--- src/rtl/inst_fetch_queue_if.sv ---
// Instruction fetch queue bus: the cache-side push handshake, the
// decode-side pop handshake, the flush controls and the occupancy count.
// The master side drives the queue; the slave side is the queue itself.
interface inst_fetch_queue_if #(
  parameter int PTR_W = 2
);
  logic              in_valid;
  logic              in_ready;
  logic [31:0]       pc_i;
  logic [30:0]       branch_target_i;
  logic [31:0]       inst_i;
  logic              fetch_error_i;
  logic              flush_i;
  logic              fence_i;
  logic              out_valid;
  logic              out_ready;
  logic [31:0]       pc_o;
  logic [30:0]       branch_target_o;
  logic [31:0]       inst_o;
  logic              fetch_error_o;
  logic              is_ctrl_o;
  logic [PTR_W:0]    count_o;

  modport master (
    output in_valid, pc_i, branch_target_i, inst_i, fetch_error_i,
           flush_i, fence_i, out_ready,
    input  in_ready, out_valid, pc_o, branch_target_o, inst_o,
           fetch_error_o, is_ctrl_o, count_o
  );

  modport slave (
    input  in_valid, pc_i, branch_target_i, inst_i, fetch_error_i,
           flush_i, fence_i, out_ready,
    output in_ready, out_valid, pc_o, branch_target_o, inst_o,
           fetch_error_o, is_ctrl_o, count_o
  );
endinterface

--- src/rtl/inst_fetch_queue.sv ---
// Decoupling FIFO between the L1 instruction cache output pipeline and
// decode. Each entry carries PC, predicted branch target, instruction word,
// fetch-error flag and a control-flow predecode bit computed at push time.
// Flush/fence.i empty the queue; reset additionally zeroes the storage.
module inst_fetch_queue #(
  parameter int DEPTH = 4,
  parameter int PTR_W = 2
) (
  input  logic            clk,
  input  logic            rst,
  inst_fetch_queue_if.slave q
);

  localparam logic [PTR_W:0] FULL_COUNT = (PTR_W + 1)'(DEPTH);

  typedef struct packed {
    logic [31:0] pc;
    logic [30:0] branch_target;
    logic [31:0] inst;
    logic        err;
    logic        is_ctrl;
  } entry_t;

  entry_t           mem [DEPTH];
  entry_t           new_entry;
  entry_t           head;
  logic [PTR_W-1:0] wr_ptr;
  logic [PTR_W-1:0] rd_ptr;
  logic [PTR_W:0]   count;
  logic             push;
  logic             pop;
  logic             flush;

  // JAL, JALR and conditional branches are the control-flow opcodes
  function automatic logic ctrl_opcode(input logic [6:0] op);
    case (op)
      7'b1101111, 7'b1100111, 7'b1100011: return 1'b1;
      default:                            return 1'b0;
    endcase
  endfunction

  assign q.in_ready  = (count != FULL_COUNT);
  assign q.out_valid = (count != '0);
  assign q.count_o   = count;

  assign push  = q.in_valid && q.in_ready;
  assign pop   = q.out_valid && q.out_ready;
  assign flush = q.flush_i || q.fence_i;

  assign new_entry = '{pc:            q.pc_i,
                       branch_target: q.branch_target_i,
                       inst:          q.inst_i,
                       err:           q.fetch_error_i,
                       is_ctrl:       ctrl_opcode(q.inst_i[6:0])};

  assign head              = mem[rd_ptr];
  assign q.pc_o            = head.pc;
  assign q.branch_target_o = head.branch_target;
  assign q.inst_o          = head.inst;
  assign q.fetch_error_o   = head.err;
  assign q.is_ctrl_o       = head.is_ctrl;

  // Entry storage: zeroed on reset, written at the tail on an accepted push
  always_ff @(posedge clk) begin
    if (rst) begin
      for (int i = 0; i < DEPTH; i++) begin
        mem[i] <= '0;
      end
    end else if (push && !flush) begin
      mem[wr_ptr] <= new_entry;
    end
  end

  // Pointer and occupancy bookkeeping; flush discards any push/pop this cycle
  always_ff @(posedge clk) begin
    if (rst || flush) begin
      wr_ptr <= '0;
      rd_ptr <= '0;
      count  <= '0;
    end else begin
      if (push) begin
        wr_ptr <= wr_ptr + 1'b1;
      end
      if (pop) begin
        rd_ptr <= rd_ptr + 1'b1;
      end
      case ({push, pop})
        2'b10:   count <= count + 1'b1;
        2'b01:   count <= count - 1'b1;
        default: count <= count;
      endcase
    end
  end

endmodule
--- src/flat_wrapper.sv ---
// flat-port wrapper written by rule: the top's interface ports become plain ports
module inst_fetch_queue_flat 
#(
  parameter int DEPTH = 4,
  parameter int PTR_W = 2
)
  (clk, rst, q_in_valid, q_pc_i, q_branch_target_i, q_inst_i, q_fetch_error_i, q_flush_i, q_fence_i, q_out_ready, q_in_ready, q_out_valid, q_pc_o, q_branch_target_o, q_inst_o, q_fetch_error_o, q_is_ctrl_o, q_count_o);
  inst_fetch_queue_if #(.PTR_W(PTR_W)) q_i ();
  input  logic clk;
  input  logic rst;
  input wire logic [$bits(q_i.in_valid)-1:0] q_in_valid;
  input wire logic [$bits(q_i.pc_i)-1:0] q_pc_i;
  input wire logic [$bits(q_i.branch_target_i)-1:0] q_branch_target_i;
  input wire logic [$bits(q_i.inst_i)-1:0] q_inst_i;
  input wire logic [$bits(q_i.fetch_error_i)-1:0] q_fetch_error_i;
  input wire logic [$bits(q_i.flush_i)-1:0] q_flush_i;
  input wire logic [$bits(q_i.fence_i)-1:0] q_fence_i;
  input wire logic [$bits(q_i.out_ready)-1:0] q_out_ready;
  output wire logic [$bits(q_i.in_ready)-1:0] q_in_ready;
  output wire logic [$bits(q_i.out_valid)-1:0] q_out_valid;
  output wire logic [$bits(q_i.pc_o)-1:0] q_pc_o;
  output wire logic [$bits(q_i.branch_target_o)-1:0] q_branch_target_o;
  output wire logic [$bits(q_i.inst_o)-1:0] q_inst_o;
  output wire logic [$bits(q_i.fetch_error_o)-1:0] q_fetch_error_o;
  output wire logic [$bits(q_i.is_ctrl_o)-1:0] q_is_ctrl_o;
  output wire logic [$bits(q_i.count_o)-1:0] q_count_o;
  assign q_i.in_valid = q_in_valid;
  assign q_i.pc_i = q_pc_i;
  assign q_i.branch_target_i = q_branch_target_i;
  assign q_i.inst_i = q_inst_i;
  assign q_i.fetch_error_i = q_fetch_error_i;
  assign q_i.flush_i = q_flush_i;
  assign q_i.fence_i = q_fence_i;
  assign q_i.out_ready = q_out_ready;
  assign q_in_ready = q_i.in_ready;
  assign q_out_valid = q_i.out_valid;
  assign q_pc_o = q_i.pc_o;
  assign q_branch_target_o = q_i.branch_target_o;
  assign q_inst_o = q_i.inst_o;
  assign q_fetch_error_o = q_i.fetch_error_o;
  assign q_is_ctrl_o = q_i.is_ctrl_o;
  assign q_count_o = q_i.count_o;
  inst_fetch_queue #(.DEPTH(DEPTH), .PTR_W(PTR_W)) u_core (.clk(clk), .rst(rst), .q(q_i));
endmodule
--- config.mk ---
export PLATFORM = sky130hd
export DESIGN_NAME = inst_fetch_queue_flat
export DESIGN_NICKNAME = d
export VERILOG_FILES = /design/src/rtl/inst_fetch_queue_if.sv /design/src/rtl/inst_fetch_queue.sv /design/src/flat_wrapper.sv
export SDC_FILE = /design/constraint.sdc
export NUM_CORES = 1
export LEC_CHECK = 0
export ABC_AREA = 1
export CAP_MARGIN = 25
export CORE_MARGIN = 3
export CORE_UTILIZATION = 51
export DETAILED_ROUTE_END_ITERATION = 7
export PLACE_DENSITY = 0.77
export SLEW_MARGIN = 5
export SYNTH_ARGS = -nofsm -noshare
export SYNTH_HDL_FRONTEND = slang
export SYNTH_SLANG_ARGS = --single-unit
--- constraint.sdc ---
create_clock -name clk -period 4.4 [get_ports clk]
set_input_delay 0.88 -clock clk [delete_from_list [all_inputs] [get_ports clk]]
set_output_delay 0.88 -clock clk [all_outputs]
set_load 0.02 [all_outputs]
# Word level (Yosys, flattened, before mapping)
# Memories as Yosys holds them, arrays and structs flattened. A register that Yosys moved wholly into a read port is not among the register bits.
# Index checks and enable logic that the tools add are counted.
# word_totals
mem_count	1
register_bits	7
wordCells	36
inputBits	102
out_inout_bits	102
ramBits	388
# memory_table
name	depth	width	rd	rd_clocked_by_memory_dff	wr	line_no	text
u_core.mem	4	97	1	1	4	inst_fetch_queue.sv:24	entry_t mem [DEPTH];
# classes
n_eq_ne	6
add_sub_neg	4
n_mux	12
reduce_logical	10
# ops
operator	count
97-bit two-way mux	1
97-bit OR reduction	1
7-bit equality test (second input constant)	3
1-bit two-way mux	7
2-bit two-way mux	3
3-bit one-hot mux with 2 select lines	1
2-bit by 1-bit adder with 2-bit output (second input constant)	2
3-bit by 1-bit adder with 3-bit output (second input constant)	1
1-bit logical AND	3
3-bit inequality test (second input constant)	1
3-bit nonzero test	1
3-bit OR reduction	1
3-bit by 1-bit subtractor with 3-bit output (second input constant)	1
2-bit by 1-bit equality test with 1-bit output (second input constant)	1
2-bit equality test (second input constant)	1
1-bit logical OR	2
2-bit nonzero test	1
1-bit logical NOT	1

# Longest topological paths before layout
# Gate-level depths: netlist (run 1).
# depth
ltp_word	8
depth_mapped	12
depth_no_buf	12

# Least setup slack after synthesis (run 1)
# No wires, ideal clock.
# synth_timing
path_kind	input-to-reg
start	input q_fence_i
end	memory u_core.mem[0][0] (netlist name), enable pin
path_slack_ns	0.188
t_arrival_ns	3.753
t_required_ns	3.941
cell_stages	7
setup_time_ns	0.459
path_buffers	2
cell_sequence	nor2_2 -> nand2_2 -> inv_2 -> nand4_4 -> buf_2 -> buf_6 -> nand2_1
# synth_rtl
item	line_no	text
start: declaration	flat_wrapper.sv:17	input wire logic [$bits(q_i.fence_i)-1:0] q_fence_i;
end: declaration	inst_fetch_queue.sv:24	

==> results.md, run 1 <==
| Parameter | This run | Unit |
|---|---|---|
| Clock tree from TritonCTS | yes | - |
| Global route total overflow | 0 | - |
| DRC viols | 0 | - |
| Fraction of the mapped netlist area in adder cells | 0.191 | % |
| Number of hold buffers added after cts | 0 | - |
| Fraction of the mapped netlist area in simple logic gates | 14.9 | % |
| Xor and xnor fraction of the mapped netlist area | 0.0514 | % |
| Growth of design area from synthesis to finish | 21.2 | % |
| Worst-case vdd ir drop | 0.281 | mV |
| Pin count of the biggest net entering global routing | 195 | - |
| Cell Area, Synth | 17,000 | um2 |
| Reg-to-reg endpoint | u_core.mem[3][60]$_DFFE_PP_ | - |
| Tightest Pin Transition | 1.03 | ns |
| F_max | 266 | MHz |
| Vias in the first global route | 12,300 | - |
| IO Port Bufs | 203 | - |
| Post-synthesis net count | 1,656 | - |
| Required @ worst endpoint | 3.52 | ns |
| Instance count along the most critical hold path | 2 | - |
| Antenna fix cells | 0 | - |
| Commonest register cell after synthesis | edfxtp_1 | - |
| Synth top area share | 68.4 | % |
| Via density per instance | 5.64 | - |
| Startpoint class of the critical path | flip-flop | - |
| Biggest fanout along the worst timing path | 51 | - |
| Worst Hold Slack | 0.493 | ns |
| Startpoint of the worst-slack reg-to-reg timing path | u_core.q.count_o[0]$_SDFFE_PP0P_ | - |
| TritonCTS Sinks | 397 | - |
| Wire length of the first global-routing pass | 65.3 | mm |
| Drt first-iter violations | 1,304 | - |
| Final setup vio count | 0 | - |
| Chip height | 189 | um |
| Arrival time at the worst endpoint | 2.88 | ns |
| Count of warnings emitted by yosys | 0 | - |
| Total half-perimeter wirelength after legalization and detailed placement | 22.8 | mm |
| Post-detailed-routing wire length | 41.7 | mm |
| Synthesized area divided by synthesized cell count | 11.0 | um2 |
| Number of search-and-repair iterations in the first detailed-routing pass | 5 | - |
| Syn Inst Count | 1,552 | - |
| Top cell types by occurrence after synthesis | nor2_1, edfxtp_1, o21ai_0 | - |
| Portion of the post-synthesis area used by sequential elements | 69.4 | % |
| Crit-path slowest cell | clkdlybuf4s50_1 | - |
| Number of cell instances on the worst register-to-register path | 7 | - |
| H-tree levels | 2 | - |
| Post-layout total power | 0.00812 | W |
| Number of nets still failing antenna checks after routing | 0 | - |
| Number of antenna violations at the first check in global routing | 0 | - |
| Setup Total Neg Slack | 0 | ns |
| Synthesized-area fraction occupied by ao, oa, aoi and oai cells | 9.56 | % |
| GRT Overall Usage | 23.1 | % |
| R2R setup slack | 1.85 | ns |
| Fraction of synthesis flops using an asynchronous set or reset pin | 0 | % |
| Total vias in the final route | 12,300 | - |
| Number of enable-type register cells in the synthesized netlist | 388 | - |
| Minimum clock period after layout | 3.76 | ns |
| Worst setup slack after placement | 0.837 | ns |
| Class of the most critical setup path | flip-flop to primary output | - |
| Final weighted congestion of routability-driven global placement | 0.803 | - |
| Slowest Stage Delay on Critical Path | 0.69 | ns |
| CP cell instances | buf_12 > inv_2 > buf_4 > o21ai_0 > o22ai_1 > clkdlybuf4s50_1 | - |
| Final setup slack of the worst path | 0.641 | ns |
| Buffers from clock root to sink, at most | 3 | - |
| Power density normalized to cell area | 393 | nW/um2 |
| CTS Buf Count | 41 | - |
| Biggest area contributors in the synthesized netlist | edfxtp_1, nor2_1, o21ai_0 | - |
| Final clock period utilization by the worst path | 85.4 | % |
| Synth area leader | edfxtp_1 | - |
| Number of primary I/O pins | 204 | - |
| Clock-pin slew of the registers on the worst-case setup and hold paths | 0.06 | ns |
| Most frequent cell after synthesis | nor2_1 | - |
| Drt wl/cell | 19.2 | um |
| Setup repair bufs after CTS | 0 | - |
| Total of cells resized after clock tree synthesis | 0 | - |
| Class of the worst hold path | flip-flop to flip-flop | - |
| Type of element capturing the critical path | primary output | - |
| Mux cell area share after synthesis | 0 | % |
| Hold Violations, Final | 0 | - |
| Flop and latch count out of synthesis | 397 | - |
| Clock latency at the later pin of the worst-skew pair | 0.52 | ns |
| Origin of the worst min-delay path | u_core.rd_ptr[1]$_SDFFE_PP0P_ | - |
| Outcome | finished clean | - |
| Fin. max-slew vios | 0 | - |
| Post-synth cell types | 27 | - |
| Max-slew headroom | 31.5 | % |
| Root buf cell | clkbuf_16 | - |
| Total Die Area | 35,600 | um2 |
| Number of maximum-capacitance violations | 0 | - |
| Core Rows | 66 | - |
| Initial Utilization | 52.1 | % |
| # nets final | 1,816 | - |
| Unrepaired setup endpoints after global routing | no | - |
| Worst-case clock skew | 0.00890 | ns |
| Horizontal die dimension | 189 | um |
| Leakage power figure | 7.87 | nW |
| Main combinational cell family by area after synthesis | simple AND/OR/NAND/NOR gates | - |
| Share of post-route cells with drive strength above 1 | 6.05 | % |
| Placeable core region | 32,700 | um2 |
[cell families (layout without fill, tap and decap cells)]
family	Yosys count	after routing
buf+inv	227	411
compound gates	299	299
fa+ha+maj	2	2
flops	397	397
simple gates	626	626
xor+xnor	1	1
[worst max-delay path by stage]
| stage | startpoint | endpoint | slack, ns | cells after the start |
|---|---|---|---|---|
| finish | flip-flop | q_inst_o[7] | 0.64 | 6 |
| global placement | rst | u_core.mem[3][56]$_DFFE_PP_ | 0.86 | 8 |
| CTS | flip-flop | q_pc_o[16] | 0.58 | 5 |
| detailed placement | rst | u_core.mem[3][56]$_DFFE_PP_ | 0.84 | 8 |
| global route | flip-flop | q_branch_target_o[15] | 0.51 | 6 |
| floorplan | q_fence_i | u_core.mem[0][0]$_SDFFCE_PN0P_ | 0.19 | 7 |
[worst max-delay path: cells and delay by family (launching register included)]
family	cells	cell delay [ns]
AO/OA/AOI/OAI	2	0.45
buffers and inverters	4	1.38
flip-flops	1	0.50
[registers in the layout, indices dropped and copies added, names as in the netlist, named ones only]
name / flops
u_core.mem: 388
u_core.q.count_o: 3
u_core.rd_ptr: 2
u_core.wr_ptr: 2
[through the flow]
step | util, % | std cells | instance area, um2
6_report | 63.1 | 2178 | 20600
5_1_grt | 63.1 | 2178 | 20600
3_3_place_gp | 59.4 | 2110 | 19400
4_1_cts | 63.1 | 2177 | 20600
2_1_floorplan | - | 1552 | 17000
3_5_place_dp | 59.4 | 2110 | 19400
[layout by cell type, fill, tap and decap left out]
cell type	n
ha_1	1
nor3_1	72
nand2_4	7
dfxtp_4	2
fa_1	1
bufinv_16	3
inv_6	1
nand2_2	5
clkinv_1	8
inv_2	2
clkbuf_16	41
nor2_4	2
nor2_1	485
inv_4	2
clkinvlp_4	1
o22ai_1	97
or2_2	1
nand3_1	4
inv_1	113
nand4_4	1
a21oi_1	5
buf_4	12
clkdlybuf4s50_1	203
clkbuf_1	11
xor2_1	1
nand4_1	1
edfxtp_1	388
dfxtp_1	7
clkinv_2	3
o21ai_0	196
buf_12	11
nor2_2	10
nand2_1	38
a21oi_4	1
[per-layer routing]
layer	GRT usage, %	vias to the layer above	wire length, um
met4	8.48	0	1440
met2	39.2	514	21000
li1	-	5667	-
met5	0	-	0
met3	3.59	93	2740
met1	30.3	6015	16600
[final cells by class]
| class | count | area (um2) |
|---|---|---|
| Clock buffer | 52 | 1070 |
| Clock inverter | 15 | 143 |
| Fill cell | 2553 | 12100 |
| Inverter | 118 | 453 |
| Multi-Input combinational cell | 928 | 4240 |
| Sequential cell | 397 | 11800 |
| Tap cell | 442 | 553 |
| Timing Repair Buffer | 226 | 2340 |
[where the power goes]
group | internal [W] | switching, W | total (W) | leakage (nW)
registers | 0.00430 | 0.0000405 | 0.00434 | 4.06
clock network | 0.00187 | 0.00132 | 0.00320 | 0.585
logic | 0.000225 | 0.000350 | 0.000575 | 3.22
Note: power is estimated with default switching activity, not from simulation.
==> run 2: changes to the inputs <==
--- a/config.mk
+++ b/config.mk
@@ -6,11 +6,11 @@
 export NUM_CORES = 1
 export LEC_CHECK = 0
 export ABC_AREA = 1
-export CAP_MARGIN = 25
 export CORE_MARGIN = 3
 export CORE_UTILIZATION = 51
 export DETAILED_ROUTE_END_ITERATION = 7
 export PLACE_DENSITY = 0.77
+export SKIP_LAST_GASP = 1
 export SLEW_MARGIN = 5
 export SYNTH_ARGS = -nofsm -noshare
 export SYNTH_HDL_FRONTEND = slang
==> results.md, run 2 (synthesis gave the netlist of run 1 again) <==
| Parameter | This run | Unit |
|---|---|---|
| Total of cells resized after clock tree synthesis | 0 | - |
| Clock-pin slew of the registers on the worst-case setup and hold paths | 0.06 | ns |
| Class of the most critical setup path | flip-flop to primary output | - |
| Class of the worst hold path | flip-flop to flip-flop | - |
| Antenna fix cells | 0 | - |
| F_max | 265 | MHz |
| TritonCTS Sinks | 397 | - |
| Number of flip-flops in the largest register | 388 | - |
| Number of primary I/O pins | 204 | - |
| IO Port Bufs | 203 | - |
| Number of hold buffers added after cts | 0 | - |
| Startpoint class of the critical path | flip-flop | - |
| Final setup slack of the worst path | 0.622 | ns |
| Post-detailed-routing wire length | 41.8 | mm |
| R2R setup slack | 1.85 | ns |
| Vias in the first global route | 12,300 | - |
| Wire length of the first global-routing pass | 65.3 | mm |
| Power density normalized to cell area | 394 | nW/um2 |
| Outcome | finished clean | - |
| Core Rows | 66 | - |
| Biggest fanout along the worst timing path | 98 | - |
| Post-DP Area | 19,400 | um2 |
| Design internal power | 0.00640 | W |
| Worst-case clock skew | 0.0111 | ns |
| Total vias in the final route | 12,200 | - |
| Number of placed cells counting well taps | 2,110 | - |
| Buffers from clock root to sink, at most | 3 | - |
| Type of element capturing the critical path | primary output | - |
| Drt first-iter violations | 1,267 | - |
| Most used cells in the layout excluding fill and tap cells | nor2_1, edfxtp_1, clkdlybuf4s50_1 | - |
| Pin count of the biggest net entering global routing | 195 | - |
| Net Switching | 0.00172 | W |
| Clock latency at the later pin of the worst-skew pair | 0.52 | ns |
| Most flops, register | u_core.mem | - |
| Horizontal die dimension | 189 | um |
| Fin area | 20,600 | um2 |
| Global route total overflow | 0 | - |
| Fin. max-slew vios | 0 | - |
| H-tree levels | 2 | - |
| Worst-case vdd ir drop | 0.279 | mV |
| GRT Overall Usage | 23.1 | % |
| Combinational cell fraction of total power | 7.1 | % |
| Tightest Pin Transition | 1.10 | ns |
| Most frequent standard cell in the layout excluding fill and tap cells | nor2_1 | - |
| Required @ worst endpoint | 3.52 | ns |
| Final core area utilization | 63.1 | % |
| Number of nets still failing antenna checks after routing | 0 | - |
| DRC viols | 0 | - |
| Setup repair bufs after CTS | 0 | - |
| Final setup vio count | 0 | - |
| Arrival time at the worst endpoint | 2.90 | ns |
| Final Instance Count excl. Fillers | 2,177 | - |
| Total half-perimeter wirelength after legalization and detailed placement | 22.8 | mm |
| Clock tree from TritonCTS | yes | - |
| Growth of design area from synthesis to finish | 21.0 | % |
| Chip height | 189 | um |
| Via density per instance | 5.61 | - |
| Minimum clock period after layout | 3.78 | ns |
| Clock share of power | 39.4 | % |
| Number of antenna violations at the first check in global routing | 0 | - |
| Switching power share of the total | 21.1 | % |
| Drt wl/cell | 19.2 | um |
| Hold Violations, Final | 0 | - |
| Final weighted congestion of routability-driven global placement | 0.803 | - |
| Root buf cell | clkbuf_16 | - |
| Share of post-route cells with drive strength above 1 | 5.99 | % |
| Unrepaired setup endpoints after global routing | no | - |
| CTS Buf Count | 41 | - |
| Setup Total Neg Slack | 0 | ns |
| Max-slew headroom | 26.7 | % |
| Total Die Area | 35,600 | um2 |
| Final clock period utilization by the worst path | 85.9 | % |
| Initial Utilization | 52.1 | % |
| Leakage power figure | 7.86 | nW |
| # nets final | 1,815 | - |
| Number of search-and-repair iterations in the first detailed-routing pass | 5 | - |
| Number of maximum-capacitance violations | 0 | - |
| Placeable core region | 32,700 | um2 |
| Worst setup slack after placement | 0.837 | ns |
| Seq pwr share | 53.5 | % |
-- run 2: path summary, 6_finish.rpt --
check | start | depth (start not counted) | endpoint
setup / recovery | flip-flop | 5 | q_inst_o[7]
hold / removal | u_core.rd_ptr[1]$_SDFFE_PP0P_ | 2 | flip-flop
setup reg to reg | u_core.q.count_o[0]$_SDFFE_PP0P_ | 7 | u_core.mem[3][60]$_DFFE_PP_
hold reg to reg | u_core.rd_ptr[1]$_SDFFE_PP0P_ | 2 | flip-flop
-- run 2: area by class of cell --
| type | count | area (um2) |
|---|---|---|
| fill | 2554 | 12100 |
| sequential | 397 | 11800 |
| multi-input combinational | 928 | 4240 |
| timing repair buffer | 225 | 2320 |
| clock buffer | 52 | 1070 |
| tap | 442 | 553 |
| inverter | 118 | 453 |
| clock inverter | 15 | 143 |
-- run 2: stage by stage --
step	hold WS (ns)	power, W
2_1_floorplan	0.457	0.00469
3_3_place_gp	0.467	0.00499
3_5_place_dp	0.479	0.00500
4_1_cts	0.491	0.00816
5_1_grt	0.509	0.00837
6_report	0.494	0.00812
-- run 2: metal layers --
layer  wire length (um)  part of all wire [%]  vias to the layer above  GRT usage [%]
met2              20900                    50                      514           39.2
met4               1370                   3.3                        0           8.48
li1                   -                     -                     5674              -
met1              16500                    40                     5952           30.3
met5                  0                     0                        -              0
met3               2980                   7.1                       82           3.59
-- run 2: power by group through the flow --
stage	combinational [W]	sequential (W)	clock, W
floorplan	0.000267	0.00443	0
global placement	0.000572	0.00442	0
detailed placement	0.000576	0.00442	0
CTS	0.000581	0.00434	0.00323
global route	0.000615	0.00436	0.00340
finish	0.000575	0.00434	0.00320
-- run 2: critical path, cell delays in order, from the launching register on --
cell and delay, ns:
dfxtp_4 0.66, inv_2 0.22, buf_4 0.35, o21ai_0 0.14
o22ai_1 0.30, clkdlybuf4s50_1 0.69
==> run 3: changes to the inputs <==
--- a/config.mk
+++ b/config.mk
@@ -6,7 +6,7 @@
 export NUM_CORES = 1
 export LEC_CHECK = 0
 export ABC_AREA = 1
-export CORE_MARGIN = 3
+export CORE_MARGIN = 2
 export CORE_UTILIZATION = 51
 export DETAILED_ROUTE_END_ITERATION = 7
 export PLACE_DENSITY = 0.77
==> results.md, run 3 (synthesis gave the netlist of run 1 again) <==
| Parameter | This run | Unit |
|---|---|---|
| Most frequent standard cell in the layout excluding fill and tap cells | nor2_1 | - |
| Clock latency at the later pin of the worst-skew pair | 0.53 | ns |
| Total vias in the final route | 12,400 | - |
| Outcome | finished clean | - |
| R2R setup slack | 1.88 | ns |
| Class of the worst hold path | flip-flop to flip-flop | - |
| Number of antenna violations at the first check in global routing | 1 | - |
| Type of element capturing the critical path | primary output | - |
| Minimum clock period after layout | 3.87 | ns |
| Number of primary I/O pins | 204 | - |
| Share of post-route cells with drive strength above 1 | 6.93 | % |
| Wire length of the first global-routing pass | 67.5 | mm |
| Clock-pin slew of the registers on the worst-case setup and hold paths | 0.06 | ns |
| Most flops, register | u_core.mem | - |
| Leakage power figure | 7.97 | nW |
| Pin count of the biggest net entering global routing | 195 | - |
| H-tree levels | 2 | - |
| Slowest Stage Delay on Critical Path | 0.72 | ns |
| Vias in the first global route | 12,500 | - |
| Drt wl/cell | 19.6 | um |
| Growth of design area from synthesis to finish | 22.2 | % |
| Number of maximum-capacitance violations | 0 | - |
| Worst-case vdd ir drop | 0.291 | mV |
| Number of flip-flops in the largest register | 388 | - |
| Via density per instance | 5.66 | - |
| Hold Violations, Final | 0 | - |
| Placeable core region | 32,700 | um2 |
| Total half-perimeter wirelength after legalization and detailed placement | 24.1 | mm |
| Drt first-iter violations | 1,462 | - |
| Worst-case clock skew | 0.0197 | ns |
| Post-layout total power | 0.00842 | W |
| Total Die Area | 34,900 | um2 |
| Clock tree from TritonCTS | yes | - |
| # nets final | 1,821 | - |
| Startpoint of the worst-slack reg-to-reg timing path | u_core.wr_ptr[0]$_SDFFE_PP0P_ | - |
| Global route total overflow | 0 | - |
| Number of hold buffers added after cts | 0 | - |
| Setup repair bufs after CTS | 0 | - |
| Setup Total Neg Slack | 0 | ns |
| Total of cells resized after clock tree synthesis | 0 | - |
| Max-slew headroom | 31.4 | % |
| Required @ worst endpoint | 3.52 | ns |
| Initial Utilization | 52.1 | % |
| DRC viols | 0 | - |
| GRT Overall Usage | 24.4 | % |
| Startpoint class of the critical path | flip-flop | - |
| Fill cell instance count of the final layout | 2,495 | - |
| Fin. max-slew vios | 0 | - |
| Crit-path slowest cell | dfxtp_4 | - |
| Number of search-and-repair iterations in the first detailed-routing pass | 5 | - |
| Reg-to-reg endpoint | u_core.mem[2][66]$_SDFFCE_PN0P_ | - |
| Buffers from clock root to sink, at most | 3 | - |
| Final clock period utilization by the worst path | 88.0 | % |
| Biggest fanout along the worst timing path | 53 | - |
| Chip height | 187 | um |
| F_max | 258 | MHz |
| Number of cell instances on the worst register-to-register path | 7 | - |
| TritonCTS Sinks | 397 | - |
| Core Rows | 66 | - |
| Arrival time at the worst endpoint | 2.99 | ns |
| Post-detailed-routing wire length | 43.0 | mm |
| Tightest Pin Transition | 1.03 | ns |
| Number of nets still failing antenna checks after routing | 0 | - |
| Power density normalized to cell area | 405 | nW/um2 |
| Final weighted congestion of routability-driven global placement | 0.802 | - |
| IO Port Bufs | 203 | - |
| Class of the most critical setup path | flip-flop to primary output | - |
| Unrepaired setup endpoints after global routing | no | - |
| Root buf cell | clkbuf_16 | - |
| CP cell instances | buf_4 > o21ai_0 > o22ai_1 > clkdlybuf4s50_1 | - |
| CTS Buf Count | 41 | - |
| Final setup vio count | 0 | - |
| Critical path capture point | q_inst_o[6] | - |
| Horizontal die dimension | 187 | um |
| Most used cells in the layout excluding fill and tap cells | nor2_1, edfxtp_1, clkdlybuf4s50_1 | - |
-- run 3: cell types whose count changed in the layout (fill, tap and decap cells not counted), moves of 2 or more --
| cell | previous run | this run |
|---|---|---|
| buf_4 | 12 | 18 |
| inv_6 | 1 | 3 |
| clkinv_2 | 3 | 7 |
| clkbuf_16 | 41 | 43 |
| clkbuf_1 | 11 | 4 |
| clkinv_1 | 8 | 10 |
| bufinv_16 | 3 | 5 |
-- run 3: through the flow --
| stage | cell area (um2) | setup slack (ns) | hold slack (ns) | utilization (%) | instances |
|---|---|---|---|---|---|
| floorplan | 17000 | 0.188 | 0.457 | - | 1552 |
| CTS | 20800 | 0.526 | 0.512 | 63.6 | 2189 |
| finish | 20800 | 0.529 | 0.511 | 63.6 | 2190 |
| global placement | 19500 | 1.06 | 0.465 | 59.5 | 2116 |
| global route | 20800 | 0.333 | 0.538 | 63.6 | 2190 |
| detailed placement | 19500 | 1.09 | 0.502 | 59.5 | 2116 |
-- run 3: cell type report --
| type | count | area (um2) | share of cell area (%) |
|---|---|---|---|
| tap | 442 | 553 | 2.66 |
| multi-input combinational | 928 | 4240 | 20.4 |
| timing repair buffer | 231 | 2370 | 11.4 |
| antenna | 1 | 2.50 | 0.0120 |
| clock buffer | 47 | 1090 | 5.24 |
| clock inverter | 26 | 264 | 1.27 |
| sequential | 397 | 11800 | 56.9 |
| inverter | 118 | 453 | 2.18 |
-- run 3: report_power, final --
group	total, W	switching, W	internal [W]
clock network	0.00350	0.00142	0.00208
registers	0.00434	0.0000418	0.00430
logic	0.000581	0.000353	0.000228
-- run 3: layer usage --
metal / wire length [um] / track usage (%)
met5: 0 / 0
met4: 1480 / 9.58
met3: 3570 / 4.02
met2: 21000 / 40.6
met1: 16900 / 32.4
-- run 3: worst min-delay path by stage --
| stage | slack (ns) | cells after the start | from | endpoint |
|---|---|---|---|---|
| floorplan | 0.46 | 2 | u_core.wr_ptr[1]$_SDFFE_PP0P_ | u_core.wr_ptr[1]$_SDFFE_PP0P_ |
| global placement | 0.47 | 2 | u_core.wr_ptr[1]$_SDFFE_PP0P_ | u_core.wr_ptr[1]$_SDFFE_PP0P_ |
| detailed placement | 0.50 | 2 | u_core.wr_ptr[1]$_SDFFE_PP0P_ | u_core.wr_ptr[1]$_SDFFE_PP0P_ |
| CTS | 0.51 | 2 | u_core.wr_ptr[1]$_SDFFE_PP0P_ | u_core.wr_ptr[1]$_SDFFE_PP0P_ |
| global route | 0.54 | 2 | u_core.wr_ptr[1]$_SDFFE_PP0P_ | u_core.wr_ptr[1]$_SDFFE_PP0P_ |
| finish | 0.51 | 2 | u_core.wr_ptr[1]$_SDFFE_PP0P_ | u_core.wr_ptr[1]$_SDFFE_PP0P_ |
-- run 3: worst max-delay path, delay by kind of cell (launching register included) --
family                 cells  cell delay, ns
AOI/OAI and AO/OA          2            0.46
buffers and inverters      2            1.24
DFF                        1            0.72
